===== src/rtl/alu_pkg.sv =====
// -----------------------------------------------------------------------------
// alu_pkg
// Shared constants for the ALU: the opcode field width and the 4-bit opcode
// values carried on aluctl.
// The shift opcodes are always defined here so that decoders and test code
// can name them.  Whether the ALU executes them is decided by the ALU_SHIFT_EN
// macro inside alu.sv.
// -----------------------------------------------------------------------------
package alu_pkg;

    localparam int ALU_CTL_W = 4;

    localparam logic [ALU_CTL_W-1:0] ALU_AND = 4'b0000;
    localparam logic [ALU_CTL_W-1:0] ALU_OR  = 4'b0001;
    localparam logic [ALU_CTL_W-1:0] ALU_ADD = 4'b0010;
    localparam logic [ALU_CTL_W-1:0] ALU_SUB = 4'b0110;
    localparam logic [ALU_CTL_W-1:0] ALU_EQL = 4'b0111;
    localparam logic [ALU_CTL_W-1:0] ALU_NOR = 4'b1100;
    localparam logic [ALU_CTL_W-1:0] ALU_SLL = 4'b1000;
    localparam logic [ALU_CTL_W-1:0] ALU_SRL = 4'b1001;
    localparam logic [ALU_CTL_W-1:0] ALU_SRA = 4'b1010;

endpackage


===== src/rtl/alu_addsub.sv =====
// -----------------------------------------------------------------------------
// alu_addsub
// Combinational WIDTH-bit adder/subtractor.  A single adder serves ADD, SUB
// and EQL.  Subtraction is done as a + ~b + 1.
//
// Ports:
//   a, b      in   WIDTH  operands
//   sub       in   1      1 = a - b, 0 = a + b
//   sum       out  WIDTH  truncated result (the carry-out is dropped)
//   overflow  out  1      signed overflow of the selected operation
// -----------------------------------------------------------------------------
module alu_addsub #(
    parameter int WIDTH = 32
) (
    input  logic [WIDTH-1:0] a,
    input  logic [WIDTH-1:0] b,
    input  logic             sub,
    output logic [WIDTH-1:0] sum,
    output logic             overflow
);

    logic [WIDTH-1:0] b_eff;

    assign b_eff = sub ? ~b : b;
    assign sum   = a + b_eff + {{(WIDTH-1){1'b0}}, sub};

    // Signed overflow happens when both effective addends share a sign and the
    // sum has the other sign.  For SUB the effective addend is ~b.  The check
    // a[MSB] == ~b[MSB] is therefore the same as a[MSB] != b[MSB].
    assign overflow = (a[WIDTH-1] == b_eff[WIDTH-1]) && (sum[WIDTH-1] != a[WIDTH-1]);

endmodule


===== src/rtl/alu.sv =====
// -----------------------------------------------------------------------------
// alu
// Integer ALU with registered outputs and one cycle of latency.
// When in_valid is high at a clock edge, the operation selected by aluctl is
// applied to a and b.  The result and its flags are registered, and out_valid
// is raised for the following cycle.  When in_valid is low, the result and
// flags keep their previous values.
//
// Optional feature macro ALU_SHIFT_EN adds SLL, SRL and SRA, with the shift
// amount taken from b[$clog2(WIDTH)-1:0].  When the macro is not defined,
// those codes are treated as undefined opcodes and no shifter is built.
//
// Ports:
//   clk        in   1      rising-edge clock
//   rst_n      in   1      synchronous active-low reset
//   in_valid   in   1      aluctl/a/b valid this cycle
//   aluctl     in   4      operation select
//   a, b       in   WIDTH  operands
//   out        out  WIDTH  registered result
//   zero       out  1      registered (out == 0)
//   overflow   out  1      registered signed overflow (ADD/SUB only)
//   out_valid  out  1      out/zero/overflow updated by the previous edge
// -----------------------------------------------------------------------------
module alu
    import alu_pkg::*;
#(
    parameter int WIDTH = 32
) (
    input  logic                 clk,
    input  logic                 rst_n,
    input  logic                 in_valid,
    input  logic [ALU_CTL_W-1:0] aluctl,
    input  logic [WIDTH-1:0]     a,
    input  logic [WIDTH-1:0]     b,
    output logic [WIDTH-1:0]     out,
    output logic                 zero,
    output logic                 overflow,
    output logic                 out_valid
);

    logic             sub_sel;
    logic [WIDTH-1:0] sum;
    logic             addsub_ovf;
    logic [WIDTH-1:0] result_next;
    logic             overflow_next;

    logic [WIDTH-1:0] out_reg;
    logic             zero_reg;
    logic             overflow_reg;
    logic             out_valid_reg;

    // EQL shares the subtractor: the operands are equal exactly when a - b == 0.
    assign sub_sel = (aluctl == ALU_SUB) || (aluctl == ALU_EQL);

    alu_addsub #(
        .WIDTH (WIDTH)
    ) u_addsub (
        .a        (a),
        .b        (b),
        .sub      (sub_sel),
        .sum      (sum),
        .overflow (addsub_ovf)
    );

`ifdef ALU_SHIFT_EN
    localparam int SHW = $clog2(WIDTH);
    logic [SHW-1:0] shamt;
    assign shamt = b[SHW-1:0];
`endif

    always_comb begin
        result_next   = '0;
        overflow_next = 1'b0;
        case (aluctl)
            ALU_AND: result_next = a & b;
            ALU_OR:  result_next = a | b;
            ALU_NOR: result_next = ~(a | b);
            ALU_ADD: begin
                result_next   = sum;
                overflow_next = addsub_ovf;
            end
            ALU_SUB: begin
                result_next   = sum;
                overflow_next = addsub_ovf;
            end
            ALU_EQL: result_next = {{(WIDTH-1){1'b0}}, (sum == '0)};
`ifdef ALU_SHIFT_EN
            ALU_SLL: result_next = a << shamt;
            ALU_SRL: result_next = a >> shamt;
            ALU_SRA: result_next = $unsigned($signed(a) >>> shamt);
`endif
            default: result_next = '0;
        endcase
    end

    always_ff @(posedge clk) begin
        if (!rst_n) begin
            out_reg       <= '0;
            zero_reg      <= 1'b0;
            overflow_reg  <= 1'b0;
            out_valid_reg <= 1'b0;
        end else begin
            out_valid_reg <= in_valid;
            if (in_valid) begin
                out_reg      <= result_next;
                zero_reg     <= (result_next == '0);
                overflow_reg <= overflow_next;
            end
        end
    end

    assign out       = out_reg;
    assign zero      = zero_reg;
    assign overflow  = overflow_reg;
    assign out_valid = out_valid_reg;

endmodule


===== config.mk =====
export PLATFORM = sky130hd
export DESIGN_NAME = alu
export DESIGN_NICKNAME = d
export VERILOG_FILES = /design/src/rtl/alu_pkg.sv /design/src/rtl/alu_addsub.sv /design/src/rtl/alu.sv
export SDC_FILE = /design/constraint.sdc
export NUM_CORES = 1
export LEC_CHECK = 0
export CORE_UTILIZATION = 53
export DETAILED_ROUTE_END_ITERATION = 10
export GPL_TIMING_DRIVEN = 1
export HOLD_SLACK_MARGIN = 0.12
export PLACE_DENSITY_LB_ADDON = 0.2
export SLEW_MARGIN = 20
export SYNTH_ARGS = -nofsm -noshare
export SYNTH_HDL_FRONTEND = slang
export SYNTH_SLANG_ARGS = --single-unit

===== constraint.sdc =====
create_clock -name clk -period 6.4 [get_ports clk]
set_clock_uncertainty 0.05 [all_clocks]
set_input_delay 1.28 -clock clk [delete_from_list [all_inputs] [get_ports clk]]
set_output_delay 1.28 -clock clk [all_outputs]
set_load 0.02 [all_outputs]

# == Word-level counts from Yosys, hierarchy flattened ==
# Index checks and enable logic that the tools add are counted.
# totals
reg_bits,35
output_inout_bits,35
word_cells,26
# classes
n_addsub,2
n_eq_ne,7
n_mux,3
bitwise_logic,4
reduce_logical,6
# ops
operator,count
32-bit one-hot mux with 5 select lines,1
32-bit zero test,2
32-bit NOT,2
32-bit by 1-bit adder with 32-bit output,1
32-bit adder,1
32-bit bitwise AND,1
32-bit 2-to-1 mux,1
32-bit bitwise OR,1
4-bit by 3-bit == test with 1-bit output (second input constant),2
4-bit by 1-bit == test with 1-bit output (second input constant),1
4-bit by 2-bit == test with 1-bit output (second input constant),1
4-bit == test (second input constant),1
4-bit zero test,1
2-bit OR reduction,1
1-bit == test,1
1-bit logical AND,1
1-bit logical OR,1
1-bit 2-to-1 mux,1
1-bit inequality test,1

# == Depth between registers and ports, before layout ==
# Gate-level depths: netlist of the first run.
# depth
word_depth,8
depth_mapped,17
ltp_nobuf,14

# == By module ==
# From an unflattened synthesis of the first run, not the netlist that was laid out.
# hier_totals
hier_cells,630
hier_area_um2,4697.0
# modules_own_cells
mod,n_inst,cells_per_inst,area_each_um2
alu,1,314,2449.8
alu_addsub,1,316,2247.2

# == Worst setup path before layout of the first run ==
# OpenSTA, ideal clock, no wires.
# synth_timing
path_type,input to register
from,input port aluctl[1]
to,"register zero_reg, in the netlist zero"
arrival_ns,4.707
path_slack_ns,1.555
stages,16
n_path_buf,3
cell_sequence,buf_2 > nand3b_4 > buf_6 > clkbuf_1 > xnor2_1 > ha_1 > nand2_1 > o31a_4 > a211oi_2 > nor2_2 > xnor2_1 > a221o_1 > or4_1 > nor4b_2 > nand4_1 > o32ai_2
# synth_via
elab_chain_cells,8
word_cells_on_any_way,14
# synth_rtl
element,line_no,rtl
start: declaration,alu.sv:32,"input logic [ALU_CTL_W-1:0] aluctl,"
4-bit by 3-bit == test with 1-bit output,"alu.sv:53, alu.sv:74",
1-bit logical OR,alu.sv:53,assign sub_sel = (aluctl == ALU_SUB) || (aluctl == ALU_EQL);
32-bit 2-to-1 mux,alu_addsub.sv:24,assign b_eff = sub ? ~b : b;
32-bit adder,alu_addsub.sv:25,"assign sum = a + b_eff + {{(WIDTH-1){1'b0}}, sub};"
32-bit by 1-bit adder with 32-bit output,alu_addsub.sv:25,
32-bit zero test,alu.sv:86,"ALU_EQL: result_next = {{(WIDTH-1){1'b0}}, (sum == '0)};"
32-bit one-hot mux with 5 select lines *,alu.sv:74,case (aluctl)
32-bit zero test *,alu.sv:106,zero_reg <= (result_next == '0);
end signal: assignment,alu.sv:106,
end: declaration,alu.sv:48,logic zero_reg;
# Mark *: on every way between the ends. The rest lies on a longest branch, timed or not.
# A chain may end at the register's enable or synchronous reset.

# == Final worst setup path of the first run ==
# layout_timing
from,input port aluctl[3]
to,"register zero_reg, in the netlist zero"
# Same word-level chain as after synthesis.

==> impl_metrics.ini, run 1 <==
[run_status]
run_status = complete, no violations

[power]
ir_worst_vdd_v = 0.0000842
pwr_density_cell_mw_per_mm2 = 172
power_leakage_nw = 2.28

[clocking]
root_buffer = clkbuf_8
clock_sinks = 35
cts_buffers = 5
cts_hold_buffers = 0
cts_tree = built
cts_setup_buffers = 0
clk_pin_slew_ns = 0.07
post_cts_resized = 0
cts_htree_levels = 2
clk_latency_ns = 0.30
cts_buffer_depth = 2

[drt]
vias = 5977
drtIter0Drc = 450
ant_nets = 0
vias_per_cell = 6.82
wirelength_um = 18800
first_pass_iters = 7
drc = 0
route.detailed.wl_per_inst_um = 21.5

[layout]
mostFrequentLayoutCell = clkdlybuf4s50_1
area_growth_syn_to_layout_pct = 24.1
layout_common_cells = clkdlybuf4s50_1, nor2_1, a21oi_1
n_antenna_cell = 0
layout.cells.non_filler = 876
largest_reg_flops = 32
post-route-cell-area_mm2 = 0.00622
fin_nets = 871
final_util_pct = 67.7
drive_above_1_share_pct = 6.14

[floorplan]
core.rowCount = 35
coreArea_mm2 = 0.00920
dieArea_mm2 = 0.00985
start_util_pct = 54.5
fp.dieW_um = 99.3
io_pins = 106
die_y_um = 99.3

[sta]
fin_ws_ns = 0.820
fin_crit_sh_pct = 87.2
hold_violations = 0
final.setup.tns_ns = 0
max_slew.worst_pin.slew_ns = 0.930
slew_viol_final = 0
setup_viol = 0
rsz0062_at_grt = no
period_needed_ns = 5.58
max_freq_mhz = 179
maxSlewHeadroom_pct = 37.9

[synthesis]
syn-num-nets = 792
synth_seq_area_share_pct = 14.0
post-synth-top-area-fraction_pct = 14.0
syn_area_per_cell_um2 = 7.32
synth_top_area_cell = dfxtp_1
synthCells = 685
synth_warnings = 0
synth_area_mm2 = 0.00501
ys_types = 80
synth_ff_type = dfxtp_1
synthArstFlopShare_pct = 0
synth_seq_cells = 35
synth_edf_count = 0
ys_top_cells_by_area = dfxtp_1, ha_1, xnor2_1

[placed_design]
gp_congestion = 1.07
dpl_cell_area_mm2 = 0.00611
place_ws_ns = 0.663
numPortBuffers = 105
hpwl_um = 14700
placed_cells = 868

[critical_path]
cpMostUsedCell = o21ai_0
slowest_delay_ns = 0.66
slowest_stage = clkdlybuf4s50_1
path_class = in2reg
worstPathRequired_ns = 6.57
worstPathCellList = clkdlybuf4s50_1 > nand3b_4 > buf_4 > xnor2_1 > ha_1 > nand2_1 > o21ai_0 > a21oi_1 > o21ai_0 > a21oi_1 > xnor2_1 > o21ai_0 > a211oi_1 > nand4_1 > o32ai_2
crit_buf_inv = 2
start_kind = primary input
crit_fanout = 14
end_kind = flop
critPathArrivalTime_ns = 5.75
cp_top_family = compound AO/OA/AOI/OAI gates

[global_route]
antenna_found_initial = 0
grt_use_total_pct = 37.4
grt_start_max_net_pins = 62
grt_pass1_wl_um = 28900
grt_pass1_vias = 5496
overflow = 0

[worst_hold_path]
min_path_type = reg2reg

[run]
maxCapViolCount = 0
[Yosys cell counts (5+ instances only)]
master,number
xnor2_1,47
a221oi_1,6
a22oi_1,8
ha_1,35
a211oi_1,35
nor3_1,22
xor2_1,6
nor4_1,10
nand3_1,12
inv_1,19
nor2_1,84
dfxtp_1,35
buf_2,6
a21oi_1,57
a221o_1,5
o21ai_0,32
a222oi_1,6
maj3_1,31
a22o_1,5
a31oi_1,7
nand2_1,49
clkbuf_1,31
nand4_1,16
o211ai_1,7
o21a_1,13
o21bai_1,5
a21o_1,9
[cells by family after synthesis]
kind of cell | count (synthesis) | share of synthesized area, %
compound gates | 233 | 32.7
xor+xnor | 53 | 9.26
fa+ha+maj | 67 | 15.3
buf+inv | 64 | 5.46
flops | 35 | 14.0
mux | 5 | 1.07
simple gates | 228 | 22.2
[layout make-up]
cell class              instances  area, um2
multi-input cells             586       4070
repair buffers                117       1140
well taps                     111        139
flip-flops and latches         35        701
clock inverters                 3       43.8
fillers                       772       2970
clock buffers                   5       68.8
inverters                      19       71.3
[worst paths after layout]
| kind | start | end | slack [ns] | cells past startpoint |
|---|---|---|---|---|
| worst max-delay path | aluctl[3] | zero | 0.82 | 15 |
| worst min register to register | overflow | overflow | 0.42 | 2 |
| worst min-delay path | overflow | overflow | 0.42 | 2 |
| worst max register to register | out[9] | out[9] | 5.55 | 2 |
[stage by stage]
stage | total power, W | hold WS [ns]
after global routing | 0.00113 | 0.459
final | 0.00107 | 0.420
after global placement | 0.000846 | 0.402
after floorplan | 0.000645 | 0.489
after detailed placement | 0.000852 | 0.410
after CTS | 0.00105 | 0.420
[layer usage]
layer	vias to the layer above	wire length [um]	GRT usage (%)
li1	2759	-	-
met1	2776	7610	49.6
met2	376	8150	59.0
met3	66	2220	7.38
met4	0	812	16.3
met5	-	0	0
[worst register-to-register path, delay by kind of cell, from the launching register on]
kind	cells	cell delay, ns
AND/OR/NAND/NOR	1	0.06
AO/OA/AOI/OAI	1	0.30
flip-flops	1	0.33
[report_power, final]
part	internal [W]	switching (W)
clock network	0.000116	0.0000863
registers	0.000231	0.00000735
logic	0.000255	0.000374
total	0.000602	0.000468
Note: power is estimated with default switching activity, not from simulation.
==> run 2: changes to the inputs <==
Settings changed: CORE_MARGIN set to 2, CORE_UTILIZATION 53 to 57.
Clock period 6.4 ns to 6.7 ns, I/O delays scaled along.
==> run 2 against run 1 <==
Net effect:
- via count rose by 2.6%
- sequential power down 4%
- first-iteration DRC count is 43% higher
- largest cell class unchanged
==> impl_metrics.ini, run 2 (synthesis results as in run 1) <==
[sta]
max_slew.worst_pin.slew_ns = 1.10
period_needed_ns = 5.77
hold_violations = 0
fin_crit_sh_pct = 86.1
setup_viol = 0
maxSlewHeadroom_pct = 26.7
rsz0062_at_grt = no
final.setup.tns_ns = 0
fin_ws_ns = 0.930
slew_viol_final = 0
max_freq_mhz = 173

[power]
pwr_density_cell_mw_per_mm2 = 166
power_leakage_nw = 2.26
cellInternalPower_w = 0.000574
p_sw_share_pct = 44.0
pwr-share-seq_pct = 22.2
ir_worst_vdd_v = 0.0000824
power_frac_clock_pct = 18.8
p_sw_w = 0.000452
p_comb_share_pct = 58.9
p_total_w = 0.00103

[global_route]
grt_use_total_pct = 39.0
antenna_found_initial = 0
grt_pass1_vias = 5799
grt_pass1_wl_um = 30400
grt_start_max_net_pins = 62
overflow = 0

[clocking]
cts_tree = built
root_buffer = clkbuf_8
cts_hold_buffers = 0
clk_latency_ns = 0.29
cts_buffer_depth = 2
post_cts_resized = 0
clock_sinks = 35
cts_htree_levels = 2
cts_buffers = 5
clk_pin_slew_ns = 0.08
cts_setup_buffers = 0

[drt]
ant_nets = 0
vias = 6130
drc = 0
vias_per_cell = 7.05
routed.top_layer = met4
wirelength_um = 19400
first_pass_iters = 6
wl_met1_um = 7580
route.detailed.wl_per_inst_um = 22.3
wl_met2_um = 8600
route.met3.wl_um = 2310
drtIter0Drc = 645

[layout]
largest_reg_flops = 32
multi_input_area_mm2 = 0.00407
post-route-cell-area_mm2 = 0.00619
ff_latch_area_um2 = 701
fill_cells = 703
layout_common_cells = clkdlybuf4s50_1, nor2_1, a21oi_1
final_util_pct = 71.7
area_growth_syn_to_layout_pct = 23.5
n_antenna_cell = 0
drive_above_1_share_pct = 5.65
fin_nets = 867
mostFrequentLayoutCell = clkdlybuf4s50_1

[run]
maxCapViolCount = 0

[floorplan]
die_y_um = 97.8
core.rowCount = 34
coreArea_mm2 = 0.00864
fp.dieW_um = 97.8
io_pins = 106
start_util_pct = 58.1
dieArea_mm2 = 0.00956

[placed_design]
numPortBuffers = 105
gp_congestion = 1.04
hpwl_um = 14600
dpl_cell_area_mm2 = 0.00608
place_ws_ns = 0.774

[critical_path]
critPathArrivalTime_ns = 5.93
start_kind = primary input
path_class = in2reg
regToRegSetupSlack_ns = 5.68
end_kind = flop
crit_fanout = 18
worstPathRequired_ns = 6.86

[run_status]
run_status = complete, no violations

[worst_hold_path]
min_path_type = reg2reg
-- run 2: critical path: stages --
cell	delay (ns)
clkdlybuf4s50_1	0.66
nand3b_4	0.42
buf_4	0.40
xnor2_1	0.11
ha_1	0.39
a21oi_1	0.23
o21ai_1	0.14
a2111o_1	0.43
o31a_1	0.37
a211o_1	0.37
a222oi_1	0.44
nand2_1	0.13
nand4bb_1	0.23
o32ai_2	0.25
-- run 2: power by group through the flow --
stage | combinational (W) | clock [W] | sequential (W)
6_report | 0.000604 | 0.000193 | 0.000228
5_1_grt | 0.000641 | 0.000201 | 0.000229
4_1_cts | 0.000583 | 0.000192 | 0.000228
3_5_place_dp | 0.000577 | 0 | 0.000232
3_3_place_gp | 0.000571 | 0 | 0.000231
2_1_floorplan | 0.000369 | 0 | 0.000247
-- run 2: path summary, 6_finish.rpt --
check                           startpoint       to  cells past startpoint
worst min register to register     out[20]  out[20]                      2
worst min-delay path               out[20]  out[20]                      2
worst max register to register     out[16]  out[16]                      2
worst max-delay path             aluctl[3]     zero                     14
-- run 2: layer usage --
layer	track usage, %	up-vias
met3	5.87	86
met5	0	-
met2	64.0	465
met1	51.3	2838
li1	-	2741
met4	16.2	0
-- run 2: stage by stage --
stage | instances | hold slack, ns
detailed placement | 861 | 0.411
global placement | 861 | 0.401
CTS | 869 | 0.422
finish | 869 | 0.423
floorplan | 685 | 0.489
global route | 869 | 0.451
-- run 2: area by class of cell --
cell class	count	area share [%]
Inverter	19	1.15
Sequential cell	35	11.3
Clock buffer	5	1.11
Clock inverter	3	0.707
Timing Repair Buffer	113	17.9
Tap cell	108	2.18
Multi-Input combinational cell	586	65.7
==> run 3: changes to the inputs <==
Settings changed: REMOVE_ABC_BUFFERS set to 1.
==> run 3 against run 2 <==
Net effect:
- fmax fell by 2.2%
- hold slack lost 0.0040 ns
- cell area is the same
- global-route usage down 0.69 points
- die area unchanged
- critical path type unchanged
- largest power group unchanged
==> impl_metrics.ini, run 3 (synthesis results as in run 1) <==
[clocking]
clk_pin_slew_ns = 0.07
cts_buffers = 5
post_cts_resized = 0
cts_buffer_depth = 2
cts_htree_levels = 2
clk_latency_ns = 0.30
clock_sinks = 35
cts_hold_buffers = 0
cts_tree = built
cts_setup_buffers = 0
root_buffer = clkbuf_8

[sta]
max_freq_mhz = 170
fin_crit_sh_pct = 88.1
hold_violations = 0
rsz0062_at_grt = no
slew_viol_final = 0
setup_viol = 0
period_needed_ns = 5.90
final.setup.tns_ns = 0
maxSlewHeadroom_pct = 35.4
fin_ws_ns = 0.801
max_slew.worst_pin.slew_ns = 0.969

[critical_path]
start_kind = primary input
timing.rr.start = out[4]
critPathArrivalTime_ns = 6.01
slowest_delay_ns = 0.68
r2r_cells = 2
end_kind = flop
path_class = in2reg
r2r-end = out[4]
worstPathRequired_ns = 6.81
worstPathCellList = clkdlybuf4s50_1 > nand3b_4 > buf_4 > xnor2_1 > ha_1 > nand2_1 > o21ai_0 > and2b_1 > xnor2_1 > or4_2 > nor4_1 > nand4_1 > nand2_1 > o32ai_2
crit_fanout = 19
regToRegSetupSlack_ns = 5.80
slowest_stage = or4_2

[floorplan]
fp.dieW_um = 97.8
dieArea_mm2 = 0.00956
die_y_um = 97.8
core.rowCount = 34
coreArea_mm2 = 0.00864
start_util_pct = 58.1
io_pins = 106

[worst_hold_path]
worstHoldPathCells = 2
min_path_type = reg2reg
holdPathEnd = overflow
hold_start = overflow

[global_route]
grt_pass1_wl_um = 30000
grt_start_max_net_pins = 62
grt_use_total_pct = 38.3
antenna_found_initial = 0
grt_pass1_vias = 5782
overflow = 0

[layout]
mostFrequentLayoutCell = clkdlybuf4s50_1
fill_cells = 696
area_growth_syn_to_layout_pct = 23.5
layout_common_cells = clkdlybuf4s50_1, nor2_1, a21oi_1
drive_above_1_share_pct = 5.65
n_antenna_cell = 0
fin_nets = 867
post-route-cell-area_mm2 = 0.00619
layout.cells.non_filler = 869
largest_reg_flops = 32

[power]
ir_worst_vdd_v = 0.000113
pwr_density_cell_mw_per_mm2 = 165
power_leakage_nw = 2.26

[run_status]
run_status = complete, no violations

[run]
maxCapViolCount = 0

[drt]
wirelength_um = 18800
drtIter0Drc = 519
drc = 0
vias = 6075
ant_nets = 0
first_pass_iters = 9
vias_per_cell = 6.99
route.detailed.wl_per_inst_um = 21.6

[placed_design]
numPortBuffers = 105
place_ws_ns = 0.653
gp_congestion = 1.02
hpwl_um = 14500
placed_cells = 861
dpl_cell_area_mm2 = 0.00608
-- run 3: how the worst max path moves through the flow --
stage | to | from
final | zero | aluctl[2]
after global routing | zero | aluctl[3]
after CTS | zero | aluctl[2]
after detailed placement | zero | aluctl[2]
after global placement | zero | aluctl[2]
after floorplan | zero | aluctl[3]
-- run 3: worst max-delay path: cells and delay by family --
kind                       cells  cell delay, ns
and+or+nand+nor                7            2.23
buffers and inverters          2            1.05
AOI/OAI and AO/OA              2            0.63
adders and majority gates      1            0.47
xor gates and xnor gates       2            0.28
-- run 3: per-layer routing --
layer,up-vias,global-route usage [%],routed length [um]
li1,2746,-,-
met1,2797,51.5,7610
met2,448,59.8,8260
met3,84,8.02,2160
met4,0,16.1,764
met5,-,0,0
-- run 3: through the flow --
step                      utilization (%)  hold slack, ns  total power [W]
after global placement               70.4           0.400         0.000795
after detailed placement             70.4           0.411         0.000805
after floorplan                         -           0.487         0.000600
after global routing                 71.7           0.442          0.00107
final                                71.7           0.419          0.00102
after CTS                            71.7           0.420         0.000998
-- run 3: cell type report --
cell class	instances	area (um2)	share of cell area (%)
clock buffers	5	68.8	1.11
clock inverters	3	43.8	0.707
inverters	19	71.3	1.15
multi-input cells	586	4070	65.7
flip-flops and latches	35	701	11.3
well taps	108	135	2.18
repair buffers	113	1110	17.9
-- run 3: where the power goes --
part / total (W) / switching (W) / internal, W
combinational: 0.000597 / 0.000356 / 0.000241
sequential: 0.000228 / 0.00000738 / 0.000221
clock: 0.000196 / 0.0000851 / 0.000111
